===== config.mk =====
export PLATFORM = sky130hd
export DESIGN_NAME = router_egress_arbiter_flat
export DESIGN_NICKNAME = d
export VERILOG_FILES = /design/src/rtl/router_pkg.sv /design/src/rtl/clk_rst_if.sv /design/src/rtl/router_egress_arbiter_rr_pick.sv /design/src/rtl/router_egress_arbiter.sv /design/src/flat_wrapper.sv
export SDC_FILE = /design/constraint.sdc
export NUM_CORES = 1
export LEC_CHECK = 0
export CAP_MARGIN = 30
export CORE_UTILIZATION = 42
export CTS_BUF_LIST = sky130_fd_sc_hd__clkbuf_16
export CTS_CLUSTER_SIZE = 40
export DETAILED_ROUTE_END_ITERATION = 8
export PLACE_DENSITY = 0.66
export SKIP_LAST_GASP = 1
export SYNTH_ARGS = -nofsm -noshare
export SYNTH_HDL_FRONTEND = slang
export SYNTH_SLANG_ARGS = --single-unit

===== constraint.sdc =====
create_clock -name clk_if_clk -period 4.45 [get_ports clk_if_clk]
set_input_delay 0.445 -clock clk_if_clk [delete_from_list [all_inputs] [get_ports clk_if_clk]]
set_output_delay 0.445 -clock clk_if_clk [all_outputs]
set_load 0.03 [all_outputs]

===== src/rtl/router_pkg.sv =====
// Shared router types and defaults: ingress port ids, egress arbiter states, size constants.
package router_pkg;

    localparam int unsigned NUM_PORTS      = 5;
    localparam int unsigned PORT_W         = $clog2(NUM_PORTS);
    localparam int unsigned DEF_FIFO_DEPTH = 16;
    localparam int unsigned DEF_TIMEOUT    = 64;

    typedef enum logic [PORT_W-1:0] {
        CENTRAL = PORT_W'(0),
        NORTH   = PORT_W'(1),
        SOUTH   = PORT_W'(2),
        EAST    = PORT_W'(3),
        WEST    = PORT_W'(4)
    } port_e;

    typedef enum logic {
        IDLE   = 1'b0,
        LOCKED = 1'b1
    } arb_state_e;

endpackage


===== src/rtl/clk_rst_if.sv =====
// Clock plus one-cycle synchronous active-high reset bundle shared by router blocks.
interface clk_rst_if;

    logic clk;
    logic arst;

    modport sink   (input  clk, input  arst);
    modport source (output clk, output arst);

endinterface


===== src/rtl/router_egress_arbiter_rr_pick.sv =====
// Rotating-priority encoder: first asserted req scanning ptr, ptr+1, ... modulo NUM_REQ.
module rr_pick #(
    parameter int unsigned NUM_REQ = 5,
    parameter int unsigned IDX_W   = $clog2(NUM_REQ)
) (
    input  logic [NUM_REQ-1:0] req,
    input  logic [IDX_W-1:0]   ptr,
    output logic [NUM_REQ-1:0] onehot_c,
    output logic [IDX_W-1:0]   idx_c,
    output logic               any_c
);

    localparam int unsigned SUM_W = IDX_W + 1;

    logic [SUM_W-1:0] sum;
    logic [IDX_W-1:0] cand;

    // ptr < NUM_REQ, so one conditional subtract is enough for the wrap
    always_comb begin
        onehot_c = '0;
        idx_c    = '0;
        any_c    = 1'b0;
        sum      = '0;
        cand     = '0;
        for (int unsigned k = 0; k < NUM_REQ; k++) begin
            sum = {1'b0, ptr} + SUM_W'(k);
            if (sum >= SUM_W'(NUM_REQ)) begin
                sum = sum - SUM_W'(NUM_REQ);
            end
            cand = sum[IDX_W-1:0];
            if (!any_c && req[cand]) begin
                any_c          = 1'b1;
                idx_c          = cand;
                onehot_c[cand] = 1'b1;
            end
        end
    end

endmodule


===== src/rtl/router_egress_arbiter.sv =====
// Per-egress-port switch allocator: round-robin, packet-locked grant with credit flow
// control toward the downstream input FIFO and a watchdog that frees stalled grants.
module router_egress_arbiter
    import router_pkg::*;
#(
    parameter int unsigned NUM_REQ    = NUM_PORTS,
    parameter int unsigned FIFO_DEPTH = DEF_FIFO_DEPTH,
    parameter int unsigned TIMEOUT    = DEF_TIMEOUT
) (
    clk_rst_if.sink                          clk_if,
    input  logic [NUM_REQ-1:0]               req,
    input  logic [NUM_REQ-1:0]               req_last,
    input  logic                             out_ready,
    input  logic                             credit_ret,
    output logic [NUM_REQ-1:0]               gnt,
    output logic [$clog2(NUM_REQ)-1:0]       gnt_idx,
    output logic                             locked,
    output logic                             out_valid,
    output logic [$clog2(FIFO_DEPTH+1)-1:0]  credits,
    output logic                             err_timeout,
    output logic                             err_credit
);

    localparam int unsigned IDX_W  = $clog2(NUM_REQ);
    localparam int unsigned CRED_W = $clog2(FIFO_DEPTH + 1);
    localparam int unsigned WD_W   = $clog2(TIMEOUT);

    localparam logic [CRED_W-1:0] CRED_MAX = CRED_W'(FIFO_DEPTH);
    localparam logic [WD_W-1:0]   WD_LAST  = WD_W'(TIMEOUT - 1);
    localparam logic [IDX_W-1:0]  IDX_LAST = IDX_W'(NUM_REQ - 1);

    arb_state_e         state;
    logic [IDX_W-1:0]   rr_ptr;
    logic [IDX_W-1:0]   rr_next;
    logic [WD_W-1:0]    wdog;
    logic [NUM_REQ-1:0] pick_oh;
    logic [IDX_W-1:0]   pick_idx;
    logic               pick_any;
    logic               fire;

    rr_pick #(
        .NUM_REQ (NUM_REQ),
        .IDX_W   (IDX_W)
    ) u_rr_pick (
        .req      (req),
        .ptr      (rr_ptr),
        .onehot_c (pick_oh),
        .idx_c    (pick_idx),
        .any_c    (pick_any)
    );

    // A flit moves only while the owner still presents it and a downstream slot is free
    assign fire      = locked & req[gnt_idx] & out_ready & (credits != '0) & ~clk_if.arst;
    assign out_valid = fire;
    assign rr_next   = (gnt_idx == IDX_LAST) ? '0 : gnt_idx + IDX_W'(1);

    always_ff @(posedge clk_if.clk) begin
        if (clk_if.arst) begin
            state       <= IDLE;
            gnt         <= '0;
            gnt_idx     <= '0;
            locked      <= 1'b0;
            rr_ptr      <= '0;
            credits     <= CRED_MAX;
            wdog        <= '0;
            err_timeout <= 1'b0;
            err_credit  <= 1'b0;
        end else begin
            err_timeout <= 1'b0;

            // Simultaneous fire and return cancel; a surplus return is flagged, not counted
            if (fire && !credit_ret) begin
                credits <= credits - CRED_W'(1);
            end else if (credit_ret && !fire) begin
                if (credits == CRED_MAX) begin
                    err_credit <= 1'b1;
                end else begin
                    credits <= credits + CRED_W'(1);
                end
            end

            case (state)
                IDLE: begin
                    if (pick_any) begin
                        state   <= LOCKED;
                        locked  <= 1'b1;
                        gnt     <= pick_oh;
                        gnt_idx <= pick_idx;
                        wdog    <= '0;
                    end
                end
                LOCKED: begin
                    if (fire) begin
                        wdog <= '0;
                        if (req_last[gnt_idx]) begin
                            state  <= IDLE;
                            locked <= 1'b0;
                            gnt    <= '0;
                            rr_ptr <= rr_next;
                        end
                    end else if (wdog == WD_LAST) begin
                        state       <= IDLE;
                        locked      <= 1'b0;
                        gnt         <= '0;
                        rr_ptr      <= rr_next;
                        wdog        <= '0;
                        err_timeout <= 1'b1;
                    end else begin
                        wdog <= wdog + WD_W'(1);
                    end
                end
                default: begin
                    state  <= IDLE;
                    locked <= 1'b0;
                    gnt    <= '0;
                end
            endcase
        end
    end

    a_gnt_onehot0: assert property (@(posedge clk_if.clk) disable iff (clk_if.arst)
        $onehot0(gnt));
    a_lock_gnt: assert property (@(posedge clk_if.clk) disable iff (clk_if.arst)
        locked == (gnt != '0));
    a_cred_max: assert property (@(posedge clk_if.clk) disable iff (clk_if.arst)
        credits <= CRED_MAX);

endmodule


===== src/flat_wrapper.sv =====
// flat-port wrapper written by rule: the top's interface ports become plain ports
module router_egress_arbiter_flat import router_pkg::*;
#(
    parameter int unsigned NUM_REQ    = NUM_PORTS,
    parameter int unsigned FIFO_DEPTH = DEF_FIFO_DEPTH,
    parameter int unsigned TIMEOUT    = DEF_TIMEOUT
)
  (req, req_last, out_ready, credit_ret, gnt, gnt_idx, locked, out_valid, credits, err_timeout, err_credit, clk_if_clk, clk_if_arst);
  clk_rst_if clk_if_i ();
  input  logic [NUM_REQ-1:0] req;
  input  logic [NUM_REQ-1:0] req_last;
  input  logic out_ready;
  input  logic credit_ret;
  output logic [NUM_REQ-1:0] gnt;
  output logic [$clog2(NUM_REQ)-1:0] gnt_idx;
  output logic locked;
  output logic out_valid;
  output logic [$clog2(FIFO_DEPTH+1)-1:0] credits;
  output logic err_timeout;
  output logic err_credit;
  input wire logic [$bits(clk_if_i.clk)-1:0] clk_if_clk;
  input wire logic [$bits(clk_if_i.arst)-1:0] clk_if_arst;
  assign clk_if_i.clk = clk_if_clk;
  assign clk_if_i.arst = clk_if_arst;
  router_egress_arbiter #(.NUM_REQ(NUM_REQ), .FIFO_DEPTH(FIFO_DEPTH), .TIMEOUT(TIMEOUT)) u_core (.clk_if(clk_if_i), .req(req), .req_last(req_last), .out_ready(out_ready), .credit_ret(credit_ret), .gnt(gnt), .gnt_idx(gnt_idx), .locked(locked), .out_valid(out_valid), .credits(credits), .err_timeout(err_timeout), .err_credit(err_credit));
endmodule

==> flow_summary.json <==
{
  "ctsResizeCount": 0,
  "start_kind": "flip-flop",
  "core.rowCount": 29,
  "power_uw": 761,
  "syn2layout_area_growth_pct": 15.6,
  "holdPathStages": 2,
  "hpwl_um": 5790,
  "routed-via-count": 2823,
  "syn_area_sq_um": 2790,
  "async_flop_share": 0,
  "synth.avg_cell_area_sq_um": 7.67,
  "crit_path_max_incr_delay_ns": 0.58,
  "synth-seq-cells": 26,
  "grt_pass1_wl_um": 12700,
  "drive_gt1_frac": 0.0753,
  "status": "complete, no violations",
  "clock.fmax_mhz": 274,
  "critPathTopFamily": "compound AO/OA/AOI/OAI gates",
  "clk_pin_slew_ns": 0.07,
  "path_buf_inv": 1,
  "ant_nets": 0,
  "wirelength_um": 7640,
  "vias_per_cell": 6.11,
  "fillers": 611,
  "cts_made_buffers": 3,
  "hold_slack_ns": 0.467,
  "antenna_found_initial": 0,
  "root_buffer": "clkbuf_16",
  "clk_latency_ns": 0.26,
  "path_cells": "ha_1 > inv_1 > fa_1 > nor2b_1 > o21bai_1 > a21oi_1 > a211oi_2 > a211oi_4 > a31o_4 > a2111oi_0 > a31oi_1",
  "drtPass1Iterations": 5,
  "synth_edf_count": 0,
  "peakVddDrop_uv": 194,
  "multi_input_area_sq_um": 2100,
  "crit_type": "reg -> reg",
  "fin_worst_skew_ns": 0.00385,
  "dr.first_iter.drc_count": 211,
  "ios": 31,
  "drcViolationCount": 0,
  "syn_nets": 395,
  "clk_path_buf_depth": 2,
  "place_ws_ns": 0.630,
  "die_area_sq_um": 6960,
  "cp_max_fo": 13,
  "clkSinkCount": 26,
  "yosysTopAreaCell": "dfxtp_1",
  "setup_viol": 0,
  "syn_inst": 363,
  "h-tree-depth": 1,
  "slowest_stage": "dfxtp_1",
  "cts_tree": "done",
  "finalCritPeriodShare": 0.820,
  "maxCapViolCount": 0,
  "crit_arrival_ns": 3.79,
  "finalMaxSlewViolations": 0,
  "die_x_um": 83.4,
  "period_needed_ns": 3.65,
  "slew-limit-headroom": 0.551,
  "numPortBuffers": 30,
  "start_util": 0.436,
  "hp-class": "reg -> reg",
  "reg2reg_depth": 11,
  "core_area_sq_um": 6390,
  "post_cts_buffers": 0,
  "fin_ws_ns": 0.800,
  "critPathRequiredTime_ns": 4.59,
  "seq_area_sq_um": 520,
  "tightest_slew_ns": 0.673,
  "end_kind": "flip-flop",
  "synth.yosys.seq_area_share": 0.187,
  "synth_warnings": 0,
  "synth_ff_type": "dfxtp_1",
  "power_density_nw_per_um2": 236,
  "insertedDiodeCount": 0,
  "leakage_nw": 1.23,
  "grt_pass1_vias": 2604,
  "grt_max_degree": 36,
  "crit_cells": 11,
  "rsz0062_at_grt": "false",
  "place_congestion": 0.927,
  "wl_per_cell_um": 16.5,
  "synth_top_area_share": 0.187,
  "final_nets": 418,
  "hold_violations": 0,
  "synth.area.top_cells": "dfxtp_1 (19%), ha_1 (7.2%), a21oi_1 (5.0%)",
  "cts_hold_buf": 0,
  "fin_setup_tns_ns": 0,
  "grt-ovfl-total": 0,
  "synthDistinctLibCells": 76,
  "die_h_um": 83.4,
  "grt_use_total": 0.222
}
## worst reg2reg max path, delay by kind of cell, from the launching register on
family | cells | cell delay (ns)
adder cells (fa/ha/maj) | 2 | 0.78
flip-flops | 1 | 0.58
AO/OA/AOI/OAI | 7 | 1.92
AND/OR/NAND/NOR | 1 | 0.19
buffers and inverters | 1 | 0.06
## per-stage QoR
stage,instance area [sq um],utilization,instances
final,3220,0.504,462
after global routing,3220,0.504,462
after CTS,3220,0.504,462
after detailed placement,3120,0.488,458
after global placement,3120,0.488,458
after floorplan,2790,-,363
## per-layer routing
metal / global-route usage / wire length (um) / vias up
met5: 0 / 0 / -
li1: - / - / 1405
met4: 0.0478 / 97 / 0
met1: 0.304 / 3630 / 1327
met3: 0.0318 / 386 / 10
met2: 0.369 / 3530 / 81
## flip-flops by register name (all words and copies together) (netlist names)
register	count
u_core.state	1
u_core.err_timeout	1
u_core.credits	5
u_core.gnt	5
u_core.locked	1
u_core.err_credit	1
u_core.rr_ptr	3
u_core.gnt_idx	3
u_core.wdog	6
## area by class of cell
type / instances / area share
multi-input combinational: 303 / 0.652
sequential: 26 / 0.162
timing repair buffer: 34 / 0.103
clock buffer: 3 / 0.0233
clock inverter: 1 / 0.00932
inverter: 18 / 0.0210
tap: 77 / 0.0299
## worst paths after layout
path	start	to	slack, ns
max	u_core.rr_ptr[1]	u_core.gnt[3]	0.80
min	u_core.gnt[4]	u_core.gnt[4]	0.47
max reg2reg	u_core.rr_ptr[1]	u_core.gnt[3]	0.80
min reg2reg	u_core.gnt[4]	u_core.gnt[4]	0.47
## cells in the final DEF (no fill, tap or decap), types with 6 or more instances in the layout
cell type and count:
clkdlybuf4s50_1 30, nor2_1 28, nand2_1 28, a21oi_1 28
dfxtp_1 26, nand3_1 25, ha_1 16, inv_1 15
nor2b_1 13, nand2b_1 12, mux2i_1 9, nand4_1 8
a211oi_1 8, or3_1 8, o21ai_0 8, xnor2_1 8
nor3_1 7, o211ai_1 7, a21o_1 6
## cell usage after synthesis (3+ instances only)
cell type,n
a211oi_1,8
a21boi_0,3
a21o_1,6
a21oi_1,28
a31oi_1,5
and2_1,4
and3_1,4
and3b_1,3
buf_2,5
buf_6,3
clkbuf_1,4
dfxtp_1,26
ha_1,16
inv_1,15
inv_2,3
mux2i_1,9
nand2_1,28
nand2b_1,12
nand3_1,25
nand4_1,8
nor2_1,28
nor2b_1,13
nor3_1,7
o211ai_1,7
o21ai_0,8
o21ai_1,5
o221ai_1,4
or3_1,8
xnor2_1,8
## where the power goes
part	switching (mW)	internal, mW
combinational	0.130	0.0954
clock	0.0870	0.179
sequential	0.0205	0.249
## logic make-up (layout without fill, tap and decap cells)
kind of cell	Yosys count	in the layout	synth area share
buffers and inverters	34	56	0.0588
xor gates and xnor gates	9	9	0.0283
AOI/OAI and AO/OA	110	110	0.294
and+or+nand+nor	154	154	0.293
adders and majority gates	18	18	0.0863
muxes	12	12	0.0526
DFF	26	26	0.187
Note: power is estimated with default switching activity, not from simulation.
